File: src/rtl/rv_wb_arbiter_pkg.sv
// Shared register-port types and writeback-arbiter state encoding.
// Imported by rv_wb_arbiter and its bench.
package RV_pkg;

  localparam int RV_NUM_ARCH_REGS = 32;

  typedef struct packed {
    logic        RegEnable;
    logic [4:0]  RegAddr;
    logic [31:0] RegData;
  } RegWritePortType;

  typedef struct packed {
    logic       RegEnable;
    logic [4:0] RegAddr;
  } RegCtrlPortType;

  typedef enum logic [1:0] {
    IDLE  = 2'd0,
    WAIT  = 2'd1,
    FORCE = 2'd2
  } WbArbStateType;

endpackage

File: src/rtl/rv_wb_fifo.sv
// Synchronous FIFO (power-of-two depth) with occupancy count, full and empty.
// Pushes while full and pops while empty are ignored.
module rv_wb_fifo #(
  parameter int WIDTH = 37,
  parameter int DEPTH = 2,
  localparam int AW   = $clog2(DEPTH)
) (
  input  logic             clk,
  input  logic             rst_n,
  input  logic             push,
  input  logic [WIDTH-1:0] push_data,
  input  logic             pop,
  output logic [WIDTH-1:0] pop_data,
  output logic [AW:0]      count,
  output logic             full,
  output logic             empty
);

  logic [WIDTH-1:0] mem_q [DEPTH];
  logic [AW-1:0]    wr_ptr_q, wr_ptr_d;
  logic [AW-1:0]    rd_ptr_q, rd_ptr_d;
  logic [AW:0]      count_q, count_d;
  logic             do_push, do_pop;

  assign full     = (count_q == (AW+1)'(DEPTH));
  assign empty    = (count_q == '0);
  assign count    = count_q;
  assign pop_data = mem_q[rd_ptr_q];
  assign do_push  = push && !full;
  assign do_pop   = pop && !empty;

  always_comb begin
    wr_ptr_d = wr_ptr_q + AW'(do_push);
    rd_ptr_d = rd_ptr_q + AW'(do_pop);
    count_d  = count_q + (AW+1)'(do_push) - (AW+1)'(do_pop);
  end

  always_ff @(posedge clk or negedge rst_n) begin
    if (!rst_n) begin
      wr_ptr_q <= '0;
      rd_ptr_q <= '0;
      count_q  <= '0;
    end else begin
      wr_ptr_q <= wr_ptr_d;
      rd_ptr_q <= rd_ptr_d;
      count_q  <= count_d;
    end
  end

  // Storage carries no reset; validity is tracked by count_q alone.
  always_ff @(posedge clk) begin
    if (do_push) mem_q[wr_ptr_q] <= push_data;
  end

endmodule

File: src/rtl/rv_wb_arbiter.sv
// Writeback arbiter: ALU results win the register-file port, LSU results queue
// and drain into idle slots with a starvation guard. Optional load scoreboard
// is built when RV_WBARB_SCOREBOARD_EN is defined.
module rv_wb_arbiter
  import RV_pkg::*;
#(
  parameter int LSU_FIFO_DEPTH = 2,
  parameter int STARVE_LIMIT   = 4
) (
  input  logic            clk,
  input  logic            rst_n,
  input  RegWritePortType AluWb,
  output logic            AluStall,
  input  logic            LsuWbValid,
  input  RegWritePortType LsuWb,
  output logic            LsuWbReady,
  input  logic            LoadIssueValid,
  input  logic [4:0]      LoadIssueRd,
  input  RegCtrlPortType  DecodeRegReadCtrl1,
  input  RegCtrlPortType  DecodeRegReadCtrl2,
  output logic            Src1Busy,
  output logic            Src2Busy,
  output RegWritePortType RegWriteOut
);

  localparam int AW = $clog2(LSU_FIFO_DEPTH);
  localparam int CW = AW + 1;

  logic            fifo_push, fifo_full, fifo_empty;
  logic [CW-1:0]   fifo_count, fifo_count_nxt;
  logic [36:0]     fifo_head;
  RegWritePortType head_wb;
  logic            alu_win, lsu_pop, nonempty_nxt;

  WbArbStateType   state_q, state_d;
  logic [3:0]      starve_cnt_q, starve_cnt_d;
  logic            alu_stall_q, alu_stall_d;

  logic            unused_lsu_en;
  assign unused_lsu_en = LsuWb.RegEnable;

  rv_wb_fifo #(
    .WIDTH (37),
    .DEPTH (LSU_FIFO_DEPTH)
  ) u_fifo (
    .clk       (clk),
    .rst_n     (rst_n),
    .push      (fifo_push),
    .push_data ({LsuWb.RegAddr, LsuWb.RegData}),
    .pop       (lsu_pop),
    .pop_data  (fifo_head),
    .count     (fifo_count),
    .full      (fifo_full),
    .empty     (fifo_empty)
  );

  assign LsuWbReady = !fifo_full;
  assign fifo_push  = LsuWbValid && !fifo_full;
  assign AluStall   = alu_stall_q;
  assign head_wb    = '{RegEnable: 1'b1, RegAddr: fifo_head[36:32], RegData: fifo_head[31:0]};

  // An ALU write presented during a stall loses to the FIFO head and is dropped.
  assign alu_win = AluWb.RegEnable && !alu_stall_q;
  assign lsu_pop = !alu_win && !fifo_empty;

  always_comb begin
    if (alu_win) begin
      RegWriteOut = AluWb;
    end else if (!fifo_empty) begin
      RegWriteOut = head_wb;
    end else begin
      RegWriteOut           = AluWb;
      RegWriteOut.RegEnable = 1'b0;
    end
  end

  assign fifo_count_nxt = fifo_count + CW'(fifo_push) - CW'(lsu_pop);
  assign nonempty_nxt   = (fifo_count_nxt != '0);

  always_comb begin
    state_d      = state_q;
    starve_cnt_d = starve_cnt_q;
    alu_stall_d  = 1'b0;
    if (lsu_pop) begin
      starve_cnt_d = '0;
    end else if (!fifo_empty) begin
      starve_cnt_d = starve_cnt_q + 4'd1;
    end
    case (state_q)
      IDLE, WAIT: begin
        if (!fifo_empty && starve_cnt_d == 4'(STARVE_LIMIT)) begin
          state_d     = FORCE;
          alu_stall_d = 1'b1;
        end else begin
          state_d = nonempty_nxt ? WAIT : IDLE;
        end
      end
      FORCE: begin
        starve_cnt_d = '0;
        state_d      = nonempty_nxt ? WAIT : IDLE;
      end
      default: begin
        starve_cnt_d = '0;
        state_d      = IDLE;
      end
    endcase
  end

  always_ff @(posedge clk or negedge rst_n) begin
    if (!rst_n) begin
      state_q      <= IDLE;
      starve_cnt_q <= '0;
      alu_stall_q  <= 1'b0;
    end else begin
      state_q      <= state_d;
      starve_cnt_q <= starve_cnt_d;
      alu_stall_q  <= alu_stall_d;
    end
  end

`ifdef RV_WBARB_SCOREBOARD_EN
  logic [RV_NUM_ARCH_REGS-1:1] busy_q, busy_d;

  // A popped load to the same register bypasses through the register file.
  function automatic logic src_busy(input RegCtrlPortType c,
                                    input logic [RV_NUM_ARCH_REGS-1:1] b,
                                    input logic pop, input logic [4:0] pop_addr);
    return c.RegEnable && (c.RegAddr != 5'd0) && b[c.RegAddr] &&
           !(pop && pop_addr == c.RegAddr);
  endfunction

  always_comb begin
    busy_d = busy_q;
    if (lsu_pop && head_wb.RegAddr != 5'd0) busy_d[head_wb.RegAddr] = 1'b0;
    if (LoadIssueValid && LoadIssueRd != 5'd0) busy_d[LoadIssueRd] = 1'b1;
  end

  always_ff @(posedge clk or negedge rst_n) begin
    if (!rst_n) busy_q <= '0;
    else        busy_q <= busy_d;
  end

  assign Src1Busy = src_busy(DecodeRegReadCtrl1, busy_q, lsu_pop, head_wb.RegAddr);
  assign Src2Busy = src_busy(DecodeRegReadCtrl2, busy_q, lsu_pop, head_wb.RegAddr);
`else
  logic unused_sb_inputs;
  assign unused_sb_inputs = ^{LoadIssueValid, LoadIssueRd, DecodeRegReadCtrl1, DecodeRegReadCtrl2};
  assign Src1Busy = 1'b0;
  assign Src2Busy = 1'b0;
`endif

endmodule
File: config.mk
export PLATFORM = sky130hd
export DESIGN_NAME = rv_wb_arbiter
export DESIGN_NICKNAME = d
export VERILOG_FILES = /design/src/rtl/rv_wb_arbiter_pkg.sv /design/src/rtl/rv_wb_fifo.sv /design/src/rtl/rv_wb_arbiter.sv
export SDC_FILE = /design/constraint.sdc
export NUM_CORES = 1
export LEC_CHECK = 0
export BUFFER_PORTS_ARGS = -buffer_cell sky130_fd_sc_hd__buf_4
export CORE_MARGIN = 10
export CORE_UTILIZATION = 53
export DETAILED_ROUTE_END_ITERATION = 6
export GPL_TIMING_DRIVEN = 0
export PLACE_DENSITY_LB_ADDON = 0.25
export SYNTH_ARGS = -nofsm -noshare
export SYNTH_HDL_FRONTEND = slang
export SYNTH_SLANG_ARGS = --single-unit
File: constraint.sdc
create_clock -name clk -period 3.1 [get_ports clk]
set_clock_uncertainty 0.1 [all_clocks]
set_input_delay 0.155 -clock clk [delete_from_list [all_inputs] [get_ports clk]]
set_output_delay 0.155 -clock clk [all_outputs]
set_load 0.03 [all_outputs]
==> results of run 1 <==
## Yosys cell counts (all sizes together)
cell type / number / area share (%)
nand3: 1 / 0.14
a21oi: 4 / 0.85
and4: 1 / 0.24
clkbuf: 1 / 0.10
nand3b: 1 / 0.20
nor2: 3 / 0.51
ha: 5 / 1.7
conb: 1 / 0.10
o211ai: 1 / 0.20
dfrtp: 9 / 6.1
xor3: 1 / 0.68
mux2: 74 / 23
and2: 2 / 0.34
nand2: 3 / 0.30
edfxtp: 74 / 60
inv: 6 / 0.61
mux2i: 1 / 0.27
or4b: 1 / 0.27
nor2b: 1 / 0.17
buf: 9 / 2.5
o21ai: 3 / 0.41
o21a: 1 / 0.20
xor2: 3 / 0.71
## worst max-delay path, stage by stage, from the launching register on
cell,delay [ps]
dfrtp_1,350
clkbuf_1,460
mux2_2,420
mux2_4,260
buf_4,170
## layer usage
| layer | vias up | wire length, um |
|---|---|---|
| met5 | - | 0 |
| met4 | 0 | 114 |
| met3 | 12 | 672 |
| met2 | 103 | 4182 |
| met1 | 1122 | 3425 |
| li1 | 1119 | - |
## final cells by class
cell class              count  area, um2  area share [%]
well taps                  96      120.1           2.249
repair buffers            157       1299           24.31
plain buffers              10      95.09           1.780
flip-flops and latches     83       2447           45.82
clock buffers               9      123.9           2.319
multi-input cells         108       1141           21.36
clock inverters             7      92.59           1.733
inverters                   6      22.52          0.4216
## sequential cells by signal, indices dropped and copies added (netlist names)
register and flops:
u_fifo.rd_ptr_q 1, starve_cnt_q 4, AluStall 1, u_fifo.wr_ptr_q 1, u_fifo.count 2, u_fifo.mem_q 74
## cells by family after synthesis
family,count (synthesis),synth area share [%]
buffers and inverters,16,3.181
muxes,75,23.62
DFF,83,66.19
xor gates and xnor gates,4,1.388
adders and majority gates,5,1.692
other,1,0.1014
AOI/OAI and AO/OA,9,1.658
and+or+nand+nor,13,2.166
## path summary, 6_finish.rpt
| path | to | slack [ps] | cells past startpoint |
|---|---|---|---|
| max | RegWriteOut[33] | 850 | 4 |
| max in group asynchronous | starve_cnt_q[0] | 2700 | 2 |
| min in group asynchronous | AluStall | 60 | 2 |
| min | starve_cnt_q[1] | 50 | 3 |
| min reg2reg | starve_cnt_q[3] | 460 | 2 |
| max reg2reg | u_fifo.count[1] | 1100 | 8 |
## through the flow
step | util [%] | instances | worst slack, ps
6_report | 78.62 | 476 | 853.7
5_1_grt | 78.62 | 476 | 716.8
4_1_cts | 78.62 | 476 | 812.8
3_5_place_dp | 69.83 | 422 | 1083
3_3_place_gp | 69.17 | 420 | 356.9
2_1_floorplan | - | 207 | 714.6
## cell usage in the layout, fill, tap and decap left out, types with 2 or more instances in the layout
master	netlist	routed
buf_4	5	122
buf_6	3	3
bufinv_16	0	2
o21ai_0	3	3
xor2_1	3	3
clkbuf_8	0	9
nand2_1	3	3
buf_12	1	3
ha_2	0	2
nor2_1	2	2
conb_1	1	2
ha_1	5	3
inv_1	5	5
clkinvlp_4	0	2
edfxtp_1	74	74
mux2_2	66	66
dlygate4sd3_1	0	38
a21oi_1	3	3
and2_1	2	2
dfrtp_1	9	9
mux2_4	8	8
## power by group
group,internal [uW],switching [uW]
Clock,450,382
Combinational,947,1010
Sequential,1520,88.5
Total,2920,1480
==> impl_metrics.yaml, run 1 <==
outcome:
  status: "finished, final reports clean"
route:
  viasPerCell: 4.950
  wl_per_cell_um: 17.63
  drc: 0
  drt_iter0_drc: 83
  dr.pass1.iters: 4
  ant_nets: 0
  routed_wl_mm: 8.393
  vias: 2356
floorplanning:
  coreArea_um2: 6794
  ioPinCount: 139
  die_w_um: 103.5
  rows: 30
  die_h_um: 103.5
  start_util_pct: 54.42
  die_area_um2: 10720
sta:
  max_freq_mhz: 445.2
  tns_ps: 0
  final-hold-violation-count: 0
  fin_crit_ps: 2246
  slew_viol_final: 0
  relSlewSlack_pct: 61.60
  setup_viol: 0
  rsz0062_at_grt: "no"
  worst_slew_pin_slew_ps: 576.1
  hold_ws_ps: 49.02
  fin_crit_sh_pct: 72.46
cts:
  cts_made_buffers: 9
  clock-sinks: 83
  cts_max_path_buffers: 2
  cts_htree_levels: 3
  cts.repair.resized: 0
  clock_latency_ps: 350
  cts_root_buf: "clkbuf_8"
  clk_pin_slew_ps: 80
  cts_hold_buf: 38
  postCtsSetupBuffers: 0
  cts_tree: "yes"
grt:
  overflow: 0
  grt.total_usage_pct: 15.66
  grt_pass1_wl_mm: 13.46
  antenna_found_initial: 0
  use_met3_pct: 6.258
  grt_max_degree: 32
  grt_pass1_vias: 2687
  top_usage_layer: "met2"
  met2_usage_pct: 26.76
  grtUsageMet1_pct: 17.23
placed_design:
  place_area_um2: 4745
  io_buffers: 117
  gp_congestion: 0.7641
  dp_hpwl_mm: 5.842
worst_setup_path:
  cp_max_fo: 10
  startpoint: "u_fifo.rd_ptr_q"
  rr_startpoint: "AluStall"
  crit_path_end_kind: "output port"
  cp-start-kind: "register"
  required_ps: 2840
  crit_type: "reg -> out"
  worstPathArrival_ps: 1990
cells_and_area:
  diodes: 0
  final_area_um2: 5341
  fillers: 371
  finalNetCount: 477
  drive_gt1_share_pct: 58.68
  area_delta_synth_final_pct: 44.47
yosys:
  yosysWarnings: 0
  syn_inst: 206
  synth-seq-area-share_pct: 66.19
  ys_ff_latch: 83
  avgSynthCellArea_um2: 17.95
  synth_cell_types: 29
  syn_area_um2: 3697
hold_path:
  worst_hold_startpoint: "AluWb[37]"
  hold_class: "in -> reg"
power_and_ir_drop:
  power_density_nw_per_um2: 824.0
  ir_worst_vdd_mv: 0.5470
  finalPower_uw: 4402
  leakage_uw: 0.002160
run:
  cap_violations: 0
Power figures use the tool's default switching activity.
==> run 2, diff against run 1 <==
- ABC_AREA: unset -> 1
- CORE_UTILIZATION: 53 -> 44
- clock period: 3.1 -> 2 ns (I/O delays scaled with it)
==> run 2 against run 1 <==
Net effect:
- synthesized area down 2.8%
- critical path depth up 4
- sequential power up 56%
- utilization down 7.6 points
- design area up 4.3%
- clock power up 72%
- via count up 22%
- setup slack worse by 790 ps
- largest cell class unchanged
- largest power group unchanged
==> impl_metrics.yaml, run 2 <==
cts:
  cts_root_buf: "clkbuf_8"
  cts_made_buffers: 9
  cts_max_path_buffers: 2
  clock_latency_ps: 350
  cts_htree_levels: 3
  clock-sinks: 83
  cts_tree: "yes"
  clk_pin_slew_ps: 80
worst_setup_path:
  cp-start-kind: "register"
  critPathSlowestCell: "dfrtp_1"
  path_delay_family: "buffers and inverters"
  r2r_slack_ps: 90
  startpoint: "u_fifo.count[1]"
  path_cells: "inv_2, nand2_4, nand2_8, inv_8, clkbuf_16, clkbuf_16, a31oi_2, buf_4"
  reg2reg_depth: 12
  rr_startpoint: "u_fifo.count[1]"
  crit_path_end_kind: "output port"
  max_stage_delay_ps: 420
  crit_buf_inv: 5
  cp_max_fo: 7
  worst_path_most_repeated_cell: "clkbuf_16"
  worst_r2r_endpoint: "u_fifo.count[1]"
  crit_type: "reg -> out"
  required_ps: 1800
  worstPathArrival_ps: 1740
cells_and_area:
  top_register: "u_fifo.mem_q"
  largest_register_ffs: 74
  mostFrequentLayoutCells: "113 x buf_4, 85 x nand2_1, 74 x edfxtp_1, 41 x nor2_1, 38 x dlygate4sd3_1"
  fillers: 556
  final_area_um2: 5572
  mostFrequentLayoutCell: "buf_4"
  area_delta_synth_final_pct: 55.10
  drive_gt1_share_pct: 39.92
  fin_cells: 583
  finalNetCount: 578
  fin_util_pct: 71.00
  diodes: 0
placed_design:
  place_inst: 522
  dp_hpwl_mm: 6.579
  place_area_um2: 4627
  gp_congestion: 0.7719
  io_buffers: 117
sta:
  relSlewSlack_pct: 63.57
  final-hold-violation-count: 0
  worst_slew_pin_slew_ps: 546.5
  fin_crit_ps: 1939
  slew_viol_final: 0
  setup_viol: 0
  rsz0062_at_grt: "yes"
  fin_crit_sh_pct: 96.95
  max_freq_mhz: 515.7
power_and_ir_drop:
  leakage_uw: 0.002291
  power_density_nw_per_um2: 1449
  ir_worst_vdd_mv: 0.7800
yosys:
  synth_edf_count: 74
  yosysWarnings: 0
  avgSynthCellArea_um2: 11.93
  synthFlopType: "edfxtp_1"
  ys_ff_latch: 83
  synth.largest_area_cell: "edfxtp_1"
  synth_cell_types: 26
  synthArstFlopShare_pct: 10.84
  syn_area_um2: 3592
  synth_top_area_share_pct: 61.86
  ys_top_cells_by_count: "85 x nand2_1, 74 x edfxtp_1, 42 x nor2_1, 25 x a31oi_1, 12 x a31oi_2"
  synthTopCellsByArea: "edfxtp_1 62%, nand2_1 8.9%, dfrtp_1 6.3%"
  synth-seq-area-share_pct: 68.13
  syn_inst: 301
  synth_most_common_cell: "nand2_1"
route:
  drc: 0
  wl_per_cell_um: 16.86
  routed_wl_mm: 9.829
  vias: 2881
  ant_nets: 0
  dr.pass1.iters: 4
  drt_iter0_drc: 104
  viasPerCell: 4.942
floorplanning:
  die_h_um: 110.4
  rows: 32
  start_util_pct: 45.77
  die_w_um: 110.4
  die_area_um2: 12180
  coreArea_um2: 7848
  ioPinCount: 139
grt:
  grt_pass1_vias: 3064
  grt_pass1_wl_mm: 14.66
  overflow: 0
  grt_max_degree: 38
  grt.total_usage_pct: 15.70
  antenna_found_initial: 0
run:
  cap_violations: 0
hold_path:
  hold_class: "in -> async"
outcome:
  status: "finished, final reports clean"
[run 2: logic make-up after synthesis]
logic type                 Yosys count  share of synthesized area [%]
xor gates and xnor gates             1                         0.2439
buffers and inverters               31                          5.085
DFF                                 83                          68.13
adders and majority gates            5                          1.742
and+or+nand+nor                    136                          14.91
AOI/OAI and AO/OA                   44                          9.788
other                                1                         0.1044
[run 2: layout make-up]
class / count / area, um2 / share of cell area, %
Clock inverter: 4 / 97.59 / 1.752
Inverter: 13 / 56.30 / 1.011
Buffer: 18 / 163.9 / 2.942
Multi-Input combinational cell: 188 / 1119 / 20.08
Clock buffer: 12 / 145.1 / 2.605
Tap cell: 102 / 127.6 / 2.291
Sequential cell: 83 / 2447 / 43.93
Timing Repair Buffer: 163 / 1415 / 25.40
[run 2: metrics by stage]
step	setup TNS [ps]	total power, uW	hold slack [ps]	setup slack (ps)
finish	0	8073	15.45	60.91
global route	-93.39	8546	13.99	-26.99
CTS	0	7664	11.07	6.477
detailed placement	-12500	6076	-166.0	-304.8
global placement	-60570	5974	-169.4	-822.6
floorplan	-17100	4806	-295.6	-231.1
[run 2: timing repair]
| item | in CTS | in global routing |
|---|---|---|
| cloned | 0 | 2 |
| setup endpoints to repair | 92 | 75 |
| pin swaps | 1 | 2 |
| resized for setup | 11 | 45 |
| hold buffers | 38 | 0 |
| buffers inserted | 3 | 2 |
| endpoints found under the hold margin | 83 | 0 |
[run 2: worst max-delay path by stage]
stage	end	slack (ps)	depth (start not counted)
2_1_floorplan	u_fifo.mem_q[1][0]	-230	2
3_3_place_gp	u_fifo.mem_q[0][12]	-820	2
3_5_place_dp	u_fifo.mem_q[1][20]	-300	2
4_1_cts	RegWriteOut[36]	6	9
5_1_grt	RegWriteOut[36]	-30	9
6_report	RegWriteOut[0]	60	8
[run 2: routing by layer]
metal	wire length (um)	track usage, %	vias to the layer above
met2	5076	27.78	114
met5	0	0	-
li1	-	-	1402
met4	136	6.330	0
met1	3675	16.74	1353
met3	941	5.456	12
[run 2: worst register-to-register path, delay by kind of cell (launching register included)]
family	cells	cell delay, ps
adders and majority gates	2	450
DFF	1	420
and+or+nand+nor	4	280
buffers and inverters	6	570
[run 2: power breakdown]
| part | leakage (uW) | internal [uW] | switching [uW] | total (uW) |
|---|---|---|---|---|
| Combinational | 0.00137 | 1610 | 2520 | 4130 |
| Clock | 0.000117 | 865 | 569 | 1430 |
| Sequential | 0.000802 | 2370 | 136 | 2510 |
| Total | 0.00229 | 4850 | 3220 | 8070 |
==> run 3, diff against run 2 <==
- PLACE_DENSITY: unset -> 0.76
- PLACE_DENSITY_LB_ADDON: 0.25 -> unset
==> run 3 against run 2 <==
Net effect:
- worst hold slack got worse by 8.3 ps
- non-clock buffer count decreased by 3
- maximum frequency shrank 2.4%
- highest routed layer unchanged
- critical path type unchanged
- global-route usage up 0.060 points
- critical path depth did not move
- power decreased by 7.7%
- clock-buffer cell count is the same
- combinational power down 5.8%
- critical endpoint is now RegWriteOut[13]
- sequential share of layout area grew 1.9 points
- clock power down 27%
- utilization is 2.9 points lower
- sequential power barely moved
==> impl_metrics.yaml, run 3 (synthesized netlist as in run 2, its figures left out) <==
outcome:
  status: "finished, final reports clean"
cts:
  cts_made_buffers: 9
  cts_max_path_buffers: 2
  clk_pin_slew_ps: 90
  clock-sinks: 83
  clock_latency_ps: 350
  cts_tree: "yes"
  cts_htree_levels: 3
  cts_root_buf: "clkbuf_8"
cells_and_area:
  area_delta_synth_final_pct: 48.83
  finalNetCount: 575
  largest_register_ffs: 74
  mostFrequentLayoutCell: "buf_4"
  drive_gt1_share_pct: 38.08
  top_register: "u_fifo.mem_q"
  mostFrequentLayoutCells: "119 x buf_4, 85 x nand2_1, 74 x edfxtp_1, 42 x nor2_1, 38 x dlygate4sd3_1"
worst_setup_path:
  r2r_slack_ps: 120
  rr_startpoint: "u_fifo.count[1]"
  cp_max_fo: 10
  required_ps: 1800
  crit_path_end_kind: "output port"
  crit_type: "reg -> out"
  worst_r2r_endpoint: "u_fifo.mem_q[0][24]"
  cp-start-kind: "register"
  reg2reg_depth: 3
  worstPathArrival_ps: 1790
route:
  drt_iter0_drc: 113
  viasPerCell: 4.950
  wl_per_cell_um: 17.57
  ant_nets: 0
  vias: 2876
  dr.pass1.iters: 4
  drc: 0
  routed_wl_mm: 10.21
grt:
  antenna_found_initial: 1
  grt_max_degree: 25
  grt.total_usage_pct: 15.76
  grt_pass1_wl_mm: 14.73
  overflow: 0
  grt_pass1_vias: 2925
sta:
  tns_ps: 0
  rsz0062_at_grt: "yes"
  max_freq_mhz: 503.5
  fin_crit_sh_pct: 99.31
  setup_viol: 0
  fin_crit_ps: 1986
  final-hold-violation-count: 0
  hold_ws_ps: 7.110
  slew_viol_final: 0
power_and_ir_drop:
  leakage_uw: 0.002199
  power_density_nw_per_um2: 1394
  ir_worst_vdd_mv: 0.7349
hold_path:
  hold_class: "in -> async"
floorplanning:
  die_h_um: 110.4
  start_util_pct: 45.77
  die_area_um2: 12180
  rows: 32
  die_w_um: 110.4
  coreArea_um2: 7848
  ioPinCount: 139
placed_design:
  dp_hpwl_mm: 6.827
  gp_congestion: 0.7165
  io_buffers: 117
run:
  cap_violations: 0
run 3: what timing repair did:
item,in CTS,in global routing
cloned,0,0
gates resized for setup,5,31
setup endpoints to repair,78,86
hold endpoints to repair,83,0
setup buffers,0,3
hold buffers,38,0
run 3: per-layer routing:
layer  share of wire [%]  track usage, %
met5                   0               0
met4                 2.6           5.963
met3                 7.6           5.804
met2                  52           27.27
met1                  38           17.29
run 3: where the power goes:
| group | switching [uW] | internal (uW) |
|---|---|---|
| clock | 592 | 451 |
| combinational | 2450 | 1440 |
| sequential | 143 | 2370 |
| total | 3190 | 4270 |
run 3: worst max path at each step:
stage	slack, ps	start	cells past startpoint	end
2_1_floorplan	-230	u_fifo.count[1]	2	u_fifo.mem_q[1][0]
3_3_place_gp	-850	u_fifo.count[1]	2	u_fifo.mem_q[1][13]
3_5_place_dp	-50	u_fifo.count[1]	3	u_fifo.mem_q[0][9]
4_1_cts	-70	u_fifo.count[1]	3	u_fifo.mem_q[0][26]
5_1_grt	-40	u_fifo.count[0]	8	RegWriteOut[13]
6_report	10	u_fifo.count[0]	8	RegWriteOut[13]
run 3: area by class of cell:
cell class	count	area [um2]
flip-flops and latches	83	2450
fillers	597	2501
repair buffers	160	1344
clock buffers	12	135.1
diodes	1	2.502
clock inverters	4	27.53
inverters	13	51.30
plain buffers	18	148.9
well taps	102	127.6
multi-input cells	188	1060
run 3: through the flow:
| stage | util, % | setup slack (ps) | area (um2) | total power, uW | instances |
|---|---|---|---|---|---|
| final | 68.13 | 13.74 | 5346 | 7453 | 581 |
| after CTS | 66.21 | -74.06 | 5196 | 7189 | 577 |
| after global placement | 58.64 | -847.8 | 4602 | 5980 | 521 |
| after floorplan | - | -231.1 | 3596 | 4806 | 302 |
| after detailed placement | 59.22 | -46.53 | 4647 | 6106 | 523 |
| after global routing | 68.13 | -35.17 | 5346 | 7860 | 581 |
run 3: worst max-delay path, cell delays in order (launching register included):
cell and delay, ps:
dfrtp_1 410, inv_2 110, nand2_4 80, nand2_8 90, inv_4 40, buf_8 140, buf_4 180, a31oi_1 180
buf_4 200
